`src/rtl/uart_receiver.sv`:
```
// UART receive end: 16x oversampled 8E1 frame recovery with per-frame parity/framing flags.
// Optional RX_MAJORITY_EN: 3-sample majority vote at ticks 6/7/8, decision moves to tick 8.
module uart_receiver #(
  parameter int unsigned DATA_W = 8,
  parameter int unsigned OVS    = 16
) (
  input  logic              clk,
  input  logic              reset,
  input  logic              sample_ENABLE,
  input  logic              Rx_EN,
  input  logic              RxD,
  output logic [DATA_W-1:0] Rx_DATA,
  output logic              Rx_VALID,
  output logic              Rx_PERROR,
  output logic              Rx_FERROR
);

  localparam int unsigned CNT_W = $clog2(OVS);
  localparam int unsigned IDX_W = $clog2(DATA_W);

  localparam logic [2:0] S_IDLE   = 3'd0;
  localparam logic [2:0] S_START  = 3'd1;
  localparam logic [2:0] S_DATA   = 3'd2;
  localparam logic [2:0] S_PARITY = 3'd3;
  localparam logic [2:0] S_STOP   = 3'd4;

`ifdef RX_MAJORITY_EN
  localparam logic [CNT_W-1:0] DEC_TICK = CNT_W'(8);
`else
  localparam logic [CNT_W-1:0] DEC_TICK = CNT_W'(7);
`endif
  localparam logic [CNT_W-1:0] LAST_TICK = CNT_W'(OVS - 1);
  localparam logic [IDX_W-1:0] LAST_IDX  = IDX_W'(DATA_W - 1);

  logic              rxd_m, rxd_s;
  logic [2:0]        state_q, state_d;
  logic [CNT_W-1:0]  cnt_q, cnt_d;
  logic [IDX_W-1:0]  idx_q, idx_d;
  logic [DATA_W-1:0] shift_q, shift_d;
  logic              par_q, par_d;
  logic              perr_pend_q, perr_pend_d;
  logic              idle_high_q, idle_high_d;
  logic [DATA_W-1:0] data_q, data_d;
  logic              valid_q, valid_d;
  logic              perr_q, perr_d;
  logic              ferr_q, ferr_d;
  logic              bit_smp;
  logic              dec_tick, wrap_tick;

`ifdef RX_MAJORITY_EN
  logic [1:0] vote_q, vote_d;

  always_comb begin
    vote_d = vote_q;
    if (sample_ENABLE && cnt_q == CNT_W'(6)) vote_d[0] = rxd_s;
    if (sample_ENABLE && cnt_q == CNT_W'(7)) vote_d[1] = rxd_s;
  end

  assign bit_smp = (vote_q[0] & vote_q[1]) | (vote_q[0] & rxd_s) | (vote_q[1] & rxd_s);
`else
  assign bit_smp = rxd_s;
`endif

  assign dec_tick  = sample_ENABLE && (cnt_q == DEC_TICK);
  assign wrap_tick = sample_ENABLE && (cnt_q == LAST_TICK);

  // Next-state and next-output logic
  always_comb begin
    state_d     = state_q;
    cnt_d       = cnt_q;
    idx_d       = idx_q;
    shift_d     = shift_q;
    par_d       = par_q;
    perr_pend_d = perr_pend_q;
    idle_high_d = idle_high_q | ((state_q == S_IDLE) & rxd_s);
    data_d      = data_q;
    valid_d     = 1'b0;
    perr_d      = perr_q;
    ferr_d      = ferr_q;

    if (sample_ENABLE) cnt_d = cnt_q + CNT_W'(1);

    if (!Rx_EN) begin
      state_d = S_IDLE;
      cnt_d   = '0;
      idx_d   = '0;
    end else begin
      case (state_q)
        S_IDLE: begin
          cnt_d = '0;
          idx_d = '0;
          // A start needs a prior high level so a held-low line cannot retrigger
          if (sample_ENABLE && !rxd_s && idle_high_q) begin
            state_d     = S_START;
            cnt_d       = CNT_W'(1);
            perr_d      = 1'b0;
            ferr_d      = 1'b0;
            idle_high_d = 1'b0;
          end
        end
        S_START: begin
          if (dec_tick && bit_smp) begin
            state_d = S_IDLE;
            cnt_d   = '0;
          end else if (wrap_tick) begin
            state_d = S_DATA;
            idx_d   = '0;
            par_d   = 1'b0;
          end
        end
        S_DATA: begin
          if (dec_tick) begin
            shift_d = {bit_smp, shift_q[DATA_W-1:1]};
            par_d   = par_q ^ bit_smp;
          end
          if (wrap_tick) begin
            if (idx_q == LAST_IDX) state_d = S_PARITY;
            else                   idx_d   = idx_q + IDX_W'(1);
          end
        end
        S_PARITY: begin
          if (dec_tick)  perr_pend_d = bit_smp ^ par_q;
          if (wrap_tick) state_d     = S_STOP;
        end
        S_STOP: begin
          // Leave at mid-stop so the next start edge is caught without slip
          if (dec_tick) begin
            state_d = S_IDLE;
            cnt_d   = '0;
            idx_d   = '0;
            perr_d  = perr_pend_q;
            ferr_d  = ~bit_smp;
            if (bit_smp && !perr_pend_q) begin
              data_d  = shift_q;
              valid_d = 1'b1;
            end
          end
        end
        default: begin
          state_d = S_IDLE;
          cnt_d   = '0;
          idx_d   = '0;
        end
      endcase
    end
  end

  // State and output registers
  always_ff @(posedge clk or negedge reset) begin
    if (!reset) begin
      rxd_m       <= 1'b1;
      rxd_s       <= 1'b1;
      state_q     <= S_IDLE;
      cnt_q       <= '0;
      idx_q       <= '0;
      shift_q     <= '0;
      par_q       <= 1'b0;
      perr_pend_q <= 1'b0;
      idle_high_q <= 1'b0;
      data_q      <= '0;
      valid_q     <= 1'b0;
      perr_q      <= 1'b0;
      ferr_q      <= 1'b0;
`ifdef RX_MAJORITY_EN
      vote_q      <= 2'b11;
`endif
    end else begin
      rxd_m       <= RxD;
      rxd_s       <= rxd_m;
      state_q     <= state_d;
      cnt_q       <= cnt_d;
      idx_q       <= idx_d;
      shift_q     <= shift_d;
      par_q       <= par_d;
      perr_pend_q <= perr_pend_d;
      idle_high_q <= idle_high_d;
      data_q      <= data_d;
      valid_q     <= valid_d;
      perr_q      <= perr_d;
      ferr_q      <= ferr_d;
`ifdef RX_MAJORITY_EN
      vote_q      <= vote_d;
`endif
    end
  end

  assign Rx_DATA   = data_q;
  assign Rx_VALID  = valid_q;
  assign Rx_PERROR = perr_q;
  assign Rx_FERROR = ferr_q;

endmodule

```
`config.mk`:
```
export PLATFORM = sky130hd
export DESIGN_NAME = uart_receiver
export DESIGN_NICKNAME = d
export VERILOG_FILES = /design/src/rtl/uart_receiver.sv
export SDC_FILE = /design/constraint.sdc
export NUM_CORES = 1
export LEC_CHECK = 0
export BUFFER_PORTS_ARGS = -buffer_cell sky130_fd_sc_hd__buf_2
export CAP_MARGIN = 15
export CELL_PAD_IN_SITES_DETAIL_PLACEMENT = 0
export CELL_PAD_IN_SITES_GLOBAL_PLACEMENT = 1
export CORE_ASPECT_RATIO = 0.9
export CORE_MARGIN = 1.5
export CORE_UTILIZATION = 30
export CTS_CLUSTER_SIZE = 14
export DETAILED_ROUTE_END_ITERATION = 7
export GPL_TIMING_DRIVEN = 1
export PLACE_DENSITY_LB_ADDON = 0.3
export SETUP_SLACK_MARGIN = 0.15
export SLEW_MARGIN = 20
export SYNTH_ARGS = -nofsm -noshare
export SYNTH_HDL_FRONTEND = slang
export SYNTH_SLANG_ARGS = --single-unit
```
`constraint.sdc`:
```
create_clock -name clk -period 5.7 [get_ports clk]
set_clock_uncertainty 0.1 [all_clocks]
set_input_delay 0.285 -clock clk [delete_from_list [all_inputs] [get_ports clk]]
set_output_delay 0.285 -clock clk [all_outputs]
set_load 0.02 [all_outputs]
```
==> reports/metrics.cfg, run 1 <==
[clocking]
cts_tree=built
root_buffer=clkbuf_8
numCtsBuffers=5
clock_latency_ns=0.28
cts_setup_buffers=0
clk_pin_slew_ns=0.07
h-tree-depth=2
cts.path.max_buffers=2
clock-sinks=34

[place]
place_congestion=0.774
dp.final_hpwl_mm=2.26
dp_cells=222
port_buffers=15

[cells_and_area]
layout_common_cells=dfrtp_1 (32), mux2_2 (17), buf_2 (15)
layout_commonest_cell=dfrtp_1
finish.utilization=0.360
n_antenna_cell=0
final_nets=172
stdcell_count=232
layout-drive-gt1-share=0.297
synthToLayoutAreaGrowth_pct=14.1

[synthesis]
ys_seq_elements=34
syn_nets=155
synth_edf_count=0
syn_avg_cell_area_sq_um=11.4
synth_area_sq_um=1680
synth_seq_area_share=0.508
synth-async-reset-ratio=1.00
postSynthCellCount=147
synthFlopType=dfrtp_1
yosys_warnings=0
synth_cell_types=41

[sta]
fmax_mhz=444
fin_crit_ns=2.25
worst_pin_slew_ns=0.745
hold_viol_final=0
maxSlewViolCount=0
rsz0062_at_grt=no
setup_viol=0
setup_tns_ns=0
fin_crit_sh=0.395
max-slew-margin-rel=0.503

[global_routing]
grt_pass1_vias=1170
grt_use_total=0.122
grt.overflow.total=0
grt_max_degree=35
antenna_found_initial=0
grt_pass1_wl_mm=5.55

[setup_path]
start_kind=register
arrival_ns=2.32
critPathSlowestCell=nor3_4
slowest_delay_ns=0.44
ff2ff_setup_slack_ns=3.45
worstPathMaxFanout=9
path_class=reg2reg
worstPathRequired_ns=5.77
crit_family=simple AND/OR/NAND/NOR gates
critPathBufInv=0
path_cells=ha_1, and4b_1, nand3_4, nor3_4, mux2_2
end_kind=register

[die]
start_util=0.316
dieHeight_um=74
die_area_sq_um=6060
die_width_um=81.9
rows=25
pin_count=16
core_sq_um=5320

[detailed_routing]
drt_iter0_markers=74
ant_nets=0
routed-via-count=1143
drt_pass1_iterations=4
totalWireLength_mm=3.18
wl_per_cell_um=13.7
drc=0
viasPerCell=4.93

[pwr]
ir_drop_mv=0.141
p_total_uw=584
p_leak_uw=0.000935
power_density_nw_per_um2=305

[outcome]
outcome=complete, no violations

[job]
max_cap_viol_count=0

[hold_path]
min_path_type=reg2reg

==> flip-flops by register name (all words and copies together), names as in the netlist, 3 cells and up <==
name and flops:
idx_q 3, shift_q 8, cnt_q 4, Rx_DATA 8, state_q 3
==> final timing paths <==
| path | start | endpoint | cells after the start |
|---|---|---|---|
| min in group asynchronous | reset | cnt_q[1]$_DFF_PN0_ | 2 |
| hold reg to reg | rxd_m$_DFF_PN1_ | bit_smp$_DFF_PN1_ | 0 |
| setup / recovery | cnt_q[0]$_DFF_PN0_ | Rx_DATA[2]$_DFFE_PN0P_ | 5 |
| setup reg to reg | cnt_q[0]$_DFF_PN0_ | Rx_DATA[2]$_DFFE_PN0P_ | 5 |
| hold / removal | rxd_m$_DFF_PN1_ | bit_smp$_DFF_PN1_ | 0 |
| max in group asynchronous | reset | state_q[2]$_DFFE_PN0P_ | 2 |
==> routing by layer <==
layer | up-vias | routed length, um | GRT usage
li1 | 562 | - | -
met1 | 557 | 1530 | 0.161
met2 | 19 | 1440 | 0.187
met3 | 5 | 160 | 0.0405
met4 | 0 | 37 | 0.0452
met5 | - | 0 | 0
==> final cells by class <==
type                            count  area [sq um]
Fill cell                         529          3400
Clock buffer                        6          82.6
Clock inverter                      2          12.5
Sequential cell                    34           853
Multi-Input combinational cell    101           771
Tap cell                           67          83.8
Timing Repair Buffer               17          95.1
Inverter                            5          18.8
==> Yosys cell counts, drive strengths merged, types with 4 or more instances <==
master | count | area, sq um
nand2 | 7 | 26.3
a21oi | 5 | 25.0
nand3 | 6 | 42.5
clkbuf | 4 | 16.3
inv | 5 | 18.8
o21ai | 5 | 25.0
nand2b | 5 | 31.3
dfrtp | 32 | 801
mux2i | 5 | 50.1
nor3 | 4 | 31.3
nor2 | 9 | 33.8
mux2 | 17 | 191
==> per-stage QoR <==
stage,hold slack [ns],area [sq um],setup slack [ns]
after global routing,0.264,1920,3.30
after detailed placement,0.251,1800,3.46
final,0.260,1920,3.45
after global placement,0.250,1800,3.49
after floorplan,-0.111,1680,3.78
after CTS,0.260,1920,3.44
==> worst register-to-register path, cell delays in order, from the launching register on <==
cell and delay [ns]:
dfrtp_1 0.39, ha_1 0.26, and4b_1 0.43, nand3_4 0.13, nor3_4 0.44, mux2_2 0.39
==> what timing repair did <==
action	4_1_cts	5_1_grt
resized for setup	0	0
setup endpoints to repair	0	0
endpoints found under the hold margin	23	0
hold buffers	2	0
==> cells by family (layout without fill, tap and decap cells) <==
logic type / count (synthesis) / after routing / share of synthesized area
multiplexers: 22 / 22 / 0.144
adder cells (fa/ha/maj): 3 / 3 / 0.0223
XOR/XNOR: 4 / 4 / 0.0209
AND/OR/NAND/NOR: 49 / 49 / 0.179
buffers and inverters: 12 / 30 / 0.0335
flip-flops: 34 / 34 / 0.508
AO/OA/AOI/OAI: 23 / 23 / 0.0931
==> power breakdown <==
group	switching, uW	internal (uW)
Sequential	28.9	257
Clock	85.6	97.0
Combinational	62.9	52.7
Total	177	407
(Power assumes the default switching activity.)
==> inputs of run 2 (changes only) <==
==> constraint.sdc (replaced) <==
create_clock -name clk -period 2.1 [get_ports clk]
set_clock_uncertainty 0.1 [all_clocks]
set_input_delay 0.105 -clock clk [delete_from_list [all_inputs] [get_ports clk]]
set_output_delay 0.105 -clock clk [all_outputs]
set_load 0.02 [all_outputs]
==> run 2 against run 1 <==
Net effect:
- count of clock-buffer cells in the layout unchanged
- non-clock buffer count up 12
- first-iteration DRC count rose to 2.5 times the previous value
- critical path depth down 1
- flip-flop and latch count unchanged
- global-route usage up 1.1 points
- sequential share of layout area down 2.7 points
- critical path type unchanged
- largest cell class unchanged
==> reports/metrics.cfg, run 2 (synthesis gave the netlist of run 1 again) <==
[pwr]
ir_drop_mv=0.346
p_leak_uw=0.00101
power_density_nw_per_um2=878

[place]
dp.final_hpwl_mm=2.46
place_congestion=0.812
dp_cells=232
port_buffers=15

[die]
core_sq_um=5320
die_area_sq_um=6060
rows=25
pin_count=16
dieHeight_um=74
start_util=0.316
die_width_um=81.9

[setup_path]
worstReg2RegStart=bit_smp$_DFF_PN1_
start_kind=register
worstPathMaxFanout=11
rr_endpoint=state_q[0]$_DFFE_PN0P_
end_kind=register
arrival_ns=1.97
worstPathRequired_ns=2.23
ff2ff_setup_slack_ns=0.26
ff2ff_path_depth=4
path_class=reg2reg

[clocking]
h-tree-depth=2
root_buffer=clkbuf_8
clk_pin_slew_ns=0.07
cts.path.max_buffers=2
numCtsBuffers=5
cts_tree=built
clock_latency_ns=0.28
clock-sinks=34

[hold_path]
min_path_type=in2reg
min_delay_worst_endpoint=state_q[2]$_DFFE_PN0P_
min_path_cells=2
holdCritStartpoint=Rx_EN

[outcome]
outcome=complete, no violations

[sta]
fin_crit_ns=1.84
worst_pin_slew_ns=0.768
maxSlewViolCount=0
rsz0062_at_grt=no
setup_viol=0
hold_viol_final=0
fmax_mhz=543
setup_tns_ns=0
fin_crit_sh=0.877
max-slew-margin-rel=0.488

[global_routing]
grt_pass1_vias=1234
grt_use_total=0.133
grt_pass1_wl_mm=6.02
grt.overflow.total=0
antenna_found_initial=0
grt_max_degree=35

[detailed_routing]
drc=0
drt_pass1_iterations=4
wl_per_cell_um=14.3
totalWireLength_mm=3.47
viasPerCell=4.94
drt_iter0_markers=185
routed-via-count=1201
ant_nets=0

[cells_and_area]
synthToLayoutAreaGrowth_pct=21.7
layout_commonest_cell=dfrtp_1
layout-drive-gt1-share=0.369
final_nets=184
finish.utilization=0.385
layout_common_cells=dfrtp_1 (30), mux2_2 (17), buf_2 (15)
n_antenna_cell=0
stdcell_count=243

[job]
max_cap_viol_count=0

[run 2: changes by cell type in the layout (fill, tap and decap cells not counted)]
cell        change
and4b_2         +1
bufinv_16       +1
and4b_1         -1
nor2_2          +1
nand2_2         +1
clkinv_2        -1
dfrtp_1         -2
dfrtp_2         +2
buf_12          +1
buf_4          +11
nor2_1          -1
nand2_1         -1
clkinvlp_4      -1
[run 2: report_power, final]
group          switching [uW]  internal, uW
Clock                     231           379
Combinational             213           208
Sequential               64.7           700
Total                     508          1290
[run 2: worst max-delay path by stage]
stage | from | endpoint | slack (ns)
2_1_floorplan | cnt_q[0]$_DFF_PN0_ | Rx_DATA[0]$_DFFE_PN0P_ | 0.18
5_1_grt | cnt_q[0]$_DFF_PN0_ | state_q[1]$_DFFE_PN0P_ | 0.16
3_5_place_dp | cnt_q[0]$_DFF_PN0_ | shift_q[7]$_DFFE_PN0P_ | 0.12
4_1_cts | state_q[1]$_DFFE_PN0P_ | Rx_DATA[2]$_DFFE_PN0P_ | 0.19
3_3_place_gp | cnt_q[0]$_DFF_PN0_ | Rx_DATA[0]$_DFFE_PN0P_ | 0.14
6_report | bit_smp$_DFF_PN1_ | state_q[0]$_DFFE_PN0P_ | 0.26
[run 2: stage by stage]
stage / hold WS (ns) / instance area (sq um) / power, uW / setup slack (ns)
2_1_floorplan: -0.291 / 1680 / 1030 / 0.175
3_3_place_gp: 0.101 / 1890 / 1160 / 0.137
3_5_place_dp: 0.114 / 1890 / 1170 / 0.124
4_1_cts: 0.0912 / 2030 / 1810 / 0.190
5_1_grt: 0.0977 / 2050 / 1900 / 0.163
6_report: 0.100 / 2050 / 1800 / 0.259
[run 2: what timing repair did]
action / 4_1_cts / 5_1_grt
resized for setup: 2 / 3
buffers inserted: 1 / 1
hold endpoints to repair: 33 / 0
gates cloned: 0 / 0
setup endpoints to repair: 17 / 9
hold buffers: 2 / 0
pin swaps: 0 / 1
[run 2: cell type report]
type	count	area, sq um
clock inverter	1	30.0
clock buffer	6	82.6
tap	67	83.8
fill	529	3270
multi-input combinational	101	777
timing repair buffer	29	198
inverter	5	18.8
sequential	34	856
[run 2: worst max-delay path, cell delays in order, from the launching register on]
cell and delay, ns:
dfstp_2 0.43, nand3b_1 0.22, or2_2 0.29, a2111oi_0 0.55, a21o_1 0.19
[run 2: metal layers]
metal / vias up / share of wire / GRT usage
li1: 583 / - / -
met2: 22 / 0.47 / 0.215
met4: 0 / 0.0084 / 0.0395
met5: - / 0 / 0
met1: 591 / 0.47 / 0.173
met3: 5 / 0.047 / 0.0368
==> inputs of run 3 (changes only) <==
--- a/config.mk
+++ b/config.mk
@@ -7,7 +7,7 @@
 export LEC_CHECK = 0
 export BUFFER_PORTS_ARGS = -buffer_cell sky130_fd_sc_hd__buf_2
 export CAP_MARGIN = 15
-export CELL_PAD_IN_SITES_DETAIL_PLACEMENT = 0
+export CELL_PAD_IN_SITES_DETAIL_PLACEMENT = 1
 export CELL_PAD_IN_SITES_GLOBAL_PLACEMENT = 1
 export CORE_ASPECT_RATIO = 0.9
 export CORE_MARGIN = 1.5
==> run 3 against run 2 <==
Net effect:
- combinational power grew 2%
- sequential power barely moved
- count of clock-buffer cells in the layout unchanged
- critical path type unchanged
- highest routed layer unchanged
==> reports/metrics.cfg, run 3 (synthesis gave the netlist of run 1 again) <==
[setup_path]
path_class=reg2reg
worstReg2RegStart=state_q[1]$_DFFE_PN0P_
end_kind=register
worstPathMaxFanout=12
worstPathRequired_ns=2.20
ff2ff_setup_slack_ns=0.19
rr_endpoint=idx_q[1]$_DFFE_PN0P_
critPathSlowestCell=or3b_2
start_kind=register
slowest_delay_ns=0.55
path_cells=or3b_2, o22ai_1, a21oi_1, buf_4, mux2i_1
arrival_ns=2.01
ff2ff_path_depth=5

[die]
core_sq_um=5320
rows=25
die_area_sq_um=6060
die_width_um=81.9
dieHeight_um=74
start_util=0.316
pin_count=16

[clocking]
clock_latency_ns=0.29
numCtsBuffers=5
clock-sinks=34
clk_pin_slew_ns=0.07
root_buffer=clkbuf_8
h-tree-depth=2
cts.path.max_buffers=2
cts_tree=built

[global_routing]
grt_pass1_wl_mm=6.60
antenna_found_initial=0
grt_pass1_vias=1330
grt_use_total=0.148
grt_max_degree=35
grt.overflow.total=0

[sta]
worst_pin_slew_ns=0.770
max-slew-margin-rel=0.487
rsz0062_at_grt=yes
setup_tns_ns=0
hold_slack_ns=0.0969
maxSlewViolCount=0
setup_viol=0
fin_crit_ns=1.91
fin_crit_sh=0.908
worst_slack_ns=0.193
hold_viol_final=0
fmax_mhz=524

[detailed_routing]
drt_pass1_iterations=4
routed-via-count=1244
totalWireLength_mm=3.90
wl_per_cell_um=16.1
ant_nets=0
drt_iter0_markers=88
drc=0
viasPerCell=5.14

[cells_and_area]
stdcell_count=242
synthToLayoutAreaGrowth_pct=21.3
n_antenna_cell=0
finish.utilization=0.383
final_nets=183
layout-drive-gt1-share=0.360
layout_common_cells=dfrtp_1 (31), mux2_2 (17), buf_2 (15)
layout_commonest_cell=dfrtp_1

[hold_path]
min_delay_worst_endpoint=state_q[2]$_DFFE_PN0P_
holdCritStartpoint=Rx_EN
min_path_type=in2reg
min_path_cells=2

[pwr]
power_density_nw_per_um2=892
p_leak_uw=0.00100
ir_drop_mv=0.325

[job]
max_cap_viol_count=0

[place]
place_congestion=0.812
dp_cells=232
port_buffers=15
place_ws_ns=0.124
dp.final_hpwl_mm=2.75

[outcome]
outcome=complete, no violations

==> run 3: changes by cell type in the layout (fill, tap and decap cells not counted), sizes merged <==
cell,change
buf,-1
==> run 3: how the worst max path moves through the flow <==
stage,endpoint,from,slack (ns)
floorplan,Rx_DATA[0]$_DFFE_PN0P_,cnt_q[0]$_DFF_PN0_,0.18
global placement,Rx_DATA[0]$_DFFE_PN0P_,cnt_q[0]$_DFF_PN0_,0.14
detailed placement,Rx_DATA[5]$_DFFE_PN0P_,cnt_q[0]$_DFF_PN0_,0.12
CTS,Rx_DATA[1]$_DFFE_PN0P_,state_q[1]$_DFFE_PN0P_,0.16
global route,state_q[1]$_DFFE_PN0P_,cnt_q[0]$_DFF_PN0_,0.11
finish,idx_q[1]$_DFFE_PN0P_,state_q[1]$_DFFE_PN0P_,0.19
==> run 3: area by class of cell <==
class	instances	area, sq um
Clock buffer	6	82.6
Clock inverter	1	30.0
Fill cell	603	3280
Inverter	5	18.8
Multi-Input combinational cell	101	778
Sequential cell	34	855
Tap cell	67	83.8
Timing Repair Buffer	28	190
==> run 3: through the flow <==
stage	area [sq um]	power, uW
final	2040	1820
after global routing	2040	1910
after CTS	2030	1830
after detailed placement	1890	1180
after global placement	1890	1160
after floorplan	1680	1030
==> run 3: worst max-delay path, delay by kind of cell, from the launching register on <==
kind            cells  cell delay, ns
compound gates      2            0.33
flops               1            0.52
mux                 1            0.16
simple gates        1            0.55
buf+inv             1            0.17
==> run 3: timing repair <==
item / CTS / global route
endpoints found under the hold margin: 33 / 0
gates resized for setup: 3 / 2
hold buffers: 2 / 0
buffers inserted: 1 / 0
pin swaps: 0 / 1
endpoints found under the setup margin: 17 / 19
==> run 3: routing by layer <==
layer / up-vias / wire length [um] / global-route usage
li1: 587 / - / -
met1: 624 / 1770 / 0.179
met2: 29 / 1940 / 0.244
met3: 4 / 162 / 0.0577
met4: 0 / 29 / 0.0414
met5: - / 0 / 0
==> run 3: power by group <==
| part | internal [uW] | leakage (uW) | switching (uW) |
|---|---|---|---|
| Clock | 380 | 0.0000573 | 243 |
| Sequential | 698 | 0.000450 | 67.4 |
| Combinational | 208 | 0.000497 | 222 |
